`src/rtl/counter_pkg.sv`:
```
// rtl/counter_pkg.sv - shared types and constants for the counter examples
// Contents:
//   COUNTER_WIDTH : default counter width, shared with the up counter
//   state_e       : down counter FSM states (IDLE, RUN)
package counter_pkg;

   localparam int COUNTER_WIDTH = 4;

   typedef enum logic {
      IDLE = 1'b0,
      RUN  = 1'b1
   } state_e;

endpackage

```
`src/rtl/down_counter_if.sv`:
```
// rtl/down_counter_if.sv - load handshake, controls and status of the down counter
// Signals:
//   load_valid / load_ready / load_value : start-value handshake
//   en, stop                             : count enable, abort
//   q, busy, done                        : current count, RUN flag, terminal pulse
// Modports:
//   master : producer/consumer side (drives load, en, stop)
//   slave  : the counter itself
interface down_counter_if
   import counter_pkg::*;
#(
   parameter int WIDTH = COUNTER_WIDTH
);

   logic             load_valid;
   logic             load_ready;
   logic [WIDTH-1:0] load_value;
   logic             en;
   logic             stop;
   logic [WIDTH-1:0] q;
   logic             busy;
   logic             done;

   modport master (
      output load_valid, load_value, en, stop,
      input  load_ready, q, busy, done
   );

   modport slave (
      input  load_valid, load_value, en, stop,
      output load_ready, q, busy, done
   );

endinterface

```
`src/rtl/down_counter_core.sv`:
```
// rtl/down_counter_core.sv - count and saved-value register pair
// Ports:
//   clk, rst   : clock, synchronous active-low reset
//   load_i     : capture value_i into both count and saved
//   value_i    : start value
//   clear_i    : force count to zero
//   reload_i   : copy saved value back into count
//   dec_i      : decrement count by one
//   q_o        : current count
module down_counter_core #(
   parameter int WIDTH = 4
) (
   input  logic             clk,
   input  logic             rst,
   input  logic             load_i,
   input  logic [WIDTH-1:0] value_i,
   input  logic             clear_i,
   input  logic             reload_i,
   input  logic             dec_i,
   output logic [WIDTH-1:0] q_o
);

   logic [WIDTH-1:0] q_q, q_d;
   logic [WIDTH-1:0] saved_q, saved_d;

   always_ff @(posedge clk) begin
      if (!rst) begin
         q_q     <= '0;
         saved_q <= '0;
      end else begin
         q_q     <= q_d;
         saved_q <= saved_d;
      end
   end

   // Controls are mutually exclusive from the FSM; the order here only
   // documents precedence should two ever coincide.
   always_comb begin
      q_d     = q_q;
      saved_d = saved_q;
      if (load_i) begin
         q_d     = value_i;
         saved_d = value_i;
      end else if (clear_i) begin
         q_d = '0;
      end else if (reload_i) begin
         q_d = saved_q;
      end else if (dec_i) begin
         q_d = q_q - WIDTH'(1);
      end
   end

   assign q_o = q_q;

endmodule

```
`src/rtl/down_counter.sv`:
```
// rtl/down_counter.sv - programmable countdown timer with load handshake
// Ports:
//   clk  : system clock
//   rst  : synchronous active-low reset
//   bus  : down_counter_if.slave (load handshake, en, stop, q, busy, done)
// Build option:
//   DOWN_COUNTER_RELOAD_EN : on terminal count stay in RUN and reload the
//                            saved value instead of returning to IDLE
module down_counter
   import counter_pkg::*;
#(
   parameter int WIDTH = COUNTER_WIDTH
) (
   input  logic            clk,
   input  logic            rst,
   down_counter_if.slave   bus
);

   state_e state_q, state_d;
   logic   done_q, done_d;

   logic             load;
   logic             clear;
   logic             reload;
   logic             dec;
   logic [WIDTH-1:0] q;

   always_ff @(posedge clk) begin
      if (!rst) begin
         state_q <= IDLE;
         done_q  <= 1'b0;
      end else begin
         state_q <= state_d;
         done_q  <= done_d;
      end
   end

   always_comb begin
      state_d = state_q;
      done_d  = 1'b0;
      load    = 1'b0;
      clear   = 1'b0;
      reload  = 1'b0;
      dec     = 1'b0;
      unique case (state_q)
         IDLE: begin
            // load_ready is high throughout IDLE, so valid alone accepts.
            if (bus.load_valid) begin
               load = 1'b1;
               if (bus.load_value != '0) begin
                  state_d = RUN;
               end else begin
                  // Zero-length count: terminal immediately, never busy.
                  done_d = 1'b1;
               end
            end
         end
         RUN: begin
            if (bus.stop) begin
               state_d = IDLE;
               clear   = 1'b1;
            end else if (bus.en && q == WIDTH'(1)) begin
               done_d = 1'b1;
`ifdef DOWN_COUNTER_RELOAD_EN
               reload = 1'b1;
`else
               state_d = IDLE;
               clear   = 1'b1;
`endif
            end else if (bus.en) begin
               dec = 1'b1;
            end
         end
         default: state_d = IDLE;
      endcase
   end

   down_counter_core #(
      .WIDTH (WIDTH)
   ) u_core (
      .clk      (clk),
      .rst      (rst),
      .load_i   (load),
      .value_i  (bus.load_value),
      .clear_i  (clear),
      .reload_i (reload),
      .dec_i    (dec),
      .q_o      (q)
   );

   assign bus.q          = q;
   assign bus.busy       = (state_q == RUN);
   assign bus.load_ready = (state_q == IDLE);
   assign bus.done       = done_q;

endmodule

```
`src/flat_wrapper.sv`:
```
// flat-port wrapper written by rule: the top's interface ports become plain ports
module down_counter_flat import counter_pkg::*;
#(
   parameter int WIDTH = COUNTER_WIDTH
)
  (clk, rst, bus_load_valid, bus_load_value, bus_en, bus_stop, bus_load_ready, bus_q, bus_busy, bus_done);
  down_counter_if #(.WIDTH(WIDTH)) bus_i ();
  input  logic clk;
  input  logic rst;
  input wire logic [$bits(bus_i.load_valid)-1:0] bus_load_valid;
  input wire logic [$bits(bus_i.load_value)-1:0] bus_load_value;
  input wire logic [$bits(bus_i.en)-1:0] bus_en;
  input wire logic [$bits(bus_i.stop)-1:0] bus_stop;
  output wire logic [$bits(bus_i.load_ready)-1:0] bus_load_ready;
  output wire logic [$bits(bus_i.q)-1:0] bus_q;
  output wire logic [$bits(bus_i.busy)-1:0] bus_busy;
  output wire logic [$bits(bus_i.done)-1:0] bus_done;
  assign bus_i.load_valid = bus_load_valid;
  assign bus_i.load_value = bus_load_value;
  assign bus_i.en = bus_en;
  assign bus_i.stop = bus_stop;
  assign bus_load_ready = bus_i.load_ready;
  assign bus_q = bus_i.q;
  assign bus_busy = bus_i.busy;
  assign bus_done = bus_i.done;
  down_counter #(.WIDTH(WIDTH)) u_core (.clk(clk), .rst(rst), .bus(bus_i));
endmodule
```
`config.mk`:
```
export PLATFORM = sky130hd
export DESIGN_NAME = down_counter_flat
export DESIGN_NICKNAME = d
export VERILOG_FILES = /design/src/rtl/counter_pkg.sv /design/src/rtl/down_counter_if.sv /design/src/rtl/down_counter_core.sv /design/src/rtl/down_counter.sv /design/src/flat_wrapper.sv
export SDC_FILE = /design/constraint.sdc
export NUM_CORES = 1
export LEC_CHECK = 0
export CORE_AREA = 2 2 39 41
export DETAILED_ROUTE_END_ITERATION = 8
export DIE_AREA = 0 0 41 43
export SLEW_MARGIN = 0
export SYNTH_ARGS = -nofsm -noshare
export SYNTH_HDL_FRONTEND = slang
export SYNTH_SLANG_ARGS = --single-unit
```
`constraint.sdc`:
```
create_clock -name clk -period 2.6 [get_ports clk]
set_input_delay 0.52 -clock clk [delete_from_list [all_inputs] [get_ports clk]]
set_output_delay 0.52 -clock clk [all_outputs]
set_load 0.02 [all_outputs]
```
==> impl_metrics.yaml <==
routing:
  routed_via_density: 4.946
  wire_per_inst_um: 12.28
  drtPass1Iterations: 2
  routed_wirelength_um: 909
  vias: 366
  drt_first_iter_violations: 7
  detail-route-antenna-nets: 0
  detail_route.drc_violations: 0
run_status:
  outcome: "completed"
place:
  dp_cells: 71
  place.detailed.hpwl_um: 716
  post_placement_cell_area_um2: 543.0
  place_ws_ns: 0.7002
  io_buffers: 15
  place.gp.congestion: 0.7258
logic_synthesis:
  ys_async_sr_fraction_pct: 0
  synth_edf_count: 0
  synth_nets: 51
  synth.lib_cells_used.distinct: 23
  synthesis.instances: 40
  synth_largest_type_area_fraction_pct: 32.21
  post_synth_main_area_contributors: "sky130_fd_sc_hd__dfxtp_1 (32%), sky130_fd_sc_hd__o21a_1 (8.1%), sky130_fd_sc_hd__ha_1 (6.7%)"
  synth.ff_latch_count: 6
  commonest_cells_post_synth: "sky130_fd_sc_hd__dfxtp_1 (6), sky130_fd_sc_hd__inv_1 (5), sky130_fd_sc_hd__o21a_1 (4)"
  netlist_area_um2: 372.9
  synthMostInstantiatedCell: "sky130_fd_sc_hd__dfxtp_1"
  synth.yosys.seq_area_share_pct: 32.21
  synthesis.yosys.warnings: 0
  synth_ff_type: "sky130_fd_sc_hd__dfxtp_1"
  syn_area_per_cell_um2: 9.321
  post-synth-top-area-cell: "sky130_fd_sc_hd__dfxtp_1"
setup_path:
  timing.critical_path.arrival_ns: 1.35
  worst-setup-path-type: "reg -> out"
  setup.reg_to_reg.worst_slack_ns: 1.18
  cp_max_fo: 7
  worst-path-buf-inv: 1
  reg2reg_depth: 5
  worst_path_dominant_cell_family: "buffers and inverters"
  cp_slowest_stage_delay_ns: 0.65
  worst_ep_required_time_ns: 2.08
  chain_of_cells_forming_the_critical_path: "clkdlybuf4s50_1"
  timing.critical_path.slowest_stage_cell: "sky130_fd_sc_hd__clkdlybuf4s50_1"
  critPathCaptureType: "primary output"
  startpoint_type: "flip-flop"
  critical_path.reg2reg.startpoint: "u_core.u_core.q_o[1]$_SDFFE_PN0P_"
  r2r-end: "u_core.u_core.q_o[2]$_SDFFE_PN0P_"
global_route:
  grt_use_total_pct: 12.84
  number_of_global_route_vias_before_repair: 342
  met3_usage_pct: 6.283
  gr-total-overflow: 0
  grt_antenna_before_repair: 0
  maximum_number_of_pins_on_one_net_before_global_route_repair: 8
  grt.met2_usage_pct: 17.81
  grt_use_met1_pct: 17.95
  grt-busiest-layer: "met1"
  grt_pass1_wl_um: 1538
power_and_ir_drop:
  peakVddDrop_uv: 190.3
  p_per_area_mw_per_mm2: 518.0
  cellLeakagePower_nw: 0.2213
  report.power.total_mw: 0.2929
run:
  max-cap-violations: 0
cells_and_area:
  drive_above_1_share_pct: 12.07
  final-instance-count-excl-fill: 74
  final.fill_count: 143
  flow.area_growth_from_synthesis_pct: 51.68
  finalNetCount: 71
  num_antenna_cells: 0
  final_area_um2: 565.5
clock_network:
  post_cts_buffers: 0
  cts.htree.levels: 1
  post_cts_resized: 0
  cts.sinks: 6
  cts_buffers: 3
  tritoncts_clock_tree: "yes"
  worstSkewPairLatency_ns: 0.25
  post_cts_hold_buffer_count: 0
  cts.root.buffer_cell: "sky130_fd_sc_hd__clkbuf_4"
  max-clock-path-buffers: 2
  clkTransAtPathRegs_ns: 0.05
min_path:
  worst_hold_path.num_cells: 1
  hold-path-endpoint: "u_core.u_core.q_o[3]$_SDFFE_PN0P_"
  min_from: "u_core.u_core.q_o[3]$_SDFFE_PN0P_"
  timing.hold.worst.class: "reg -> reg"
timing:
  hold_violations: 0
  postLayoutSetupSlackWorst_ns: 0.7269
  period_share_pct: 72.04
  timing.final.setup_violations: 0
  worstMarginPinSlew_ns: 0.3873
  worst_slew_margin_rel_pct: 73.94
  setup_repair_after_global_routing_missed_its_margin: "false"
  timing.final.max_slew_violations: 0
  clock_skew_after_layout_ns: 0.001648
  post-route-min-period_ns: 1.873
  tns_ns: 0
  achievable-frequency_ghz: 0.5339
die:
  ioPinCount: 16
  fp.dieArea_mm2: 0.001763
  dieWidth_um: 41
  floorplan.die.height_um: 43
  floorplan.initialDensity_pct: 26.94
  core.rowCount: 14
  floorplan.core_area_mm2: 0.001384
## flip-flops by register name (all words and copies together), names as in the netlist
name / count
u_core.u_core.q_o: 4
u_core.bus.done: 1
u_core.bus.busy: 1
## logic make-up after synthesis
logic type	share of synthesized area, %
compound gates	34.90
simple gates	21.14
flops	32.22
buf+inv	5.034
fa+ha+maj	6.710
## metal layers
layer	routed length [um]	vias to the layer above
met4	5	0
met2	426	11
met1	422	160
met3	55	2
li1	-	193
met5	0	-
## where the power goes
| part | switching [mW] | leakage (nW) | total, mW | internal, mW |
|---|---|---|---|---|
| combinational | 0.0414 | 0.158 | 0.0928 | 0.0514 |
| sequential | 0.0118 | 0.0496 | 0.112 | 0.101 |
| clock | 0.0355 | 0.0138 | 0.0878 | 0.0523 |
## layout make-up
class	instances	area, um^2	share of cell area (%)
timing repair buffer	15	150.1	26.55
multi-input combinational	29	234.0	41.37
inverter	5	18.77	3.319
clock buffer	3	22.52	3.982
sequential	6	120.1	21.24
tap	16	20.02	3.540
## layout by cell type, fill, tap and decap left out, drive strengths merged
cell type	instances
o211a	1
o31ai	1
a211oi	2
nor4	1
a32oi	1
nor3	2
nor2	1
ha	2
o221a	3
dfxtp	6
o221ai	1
and2	1
inv	5
o22ai	1
and4bb	1
o21a	4
clkbuf	3
nor2b	2
nand2	1
clkdlybuf4s50	15
or4	1
o21ai	1
nand2b	2
## how the worst max path moves through the flow
stage                                      startpoint                                end  cells after the start
floorplan           u_core.u_core.q_o[1]$_SDFFE_PN0P_  u_core.u_core.q_o[3]$_SDFFE_PN0P_                      5
global placement                             bus_stop  u_core.u_core.q_o[0]$_SDFFE_PN0P_                      4
detailed placement                           bus_stop  u_core.u_core.q_o[0]$_SDFFE_PN0P_                      4
CTS                 u_core.u_core.q_o[0]$_SDFFE_PN0P_                           bus_q[0]                      1
global route        u_core.u_core.q_o[0]$_SDFFE_PN0P_                           bus_q[0]                      1
finish              u_core.u_core.q_o[0]$_SDFFE_PN0P_                           bus_q[0]                      1
## metrics by stage
step | utilization [%] | hold WS, ns
5_1_grt | 40.87 | 0.6494
2_1_floorplan | - | 0.6417
3_3_place_gp | 39.24 | 0.6160
3_5_place_dp | 39.24 | 0.6159
4_1_cts | 40.87 | 0.6280
6_report | 40.87 | 0.6286
Note: power is estimated with default switching activity, not from simulation.
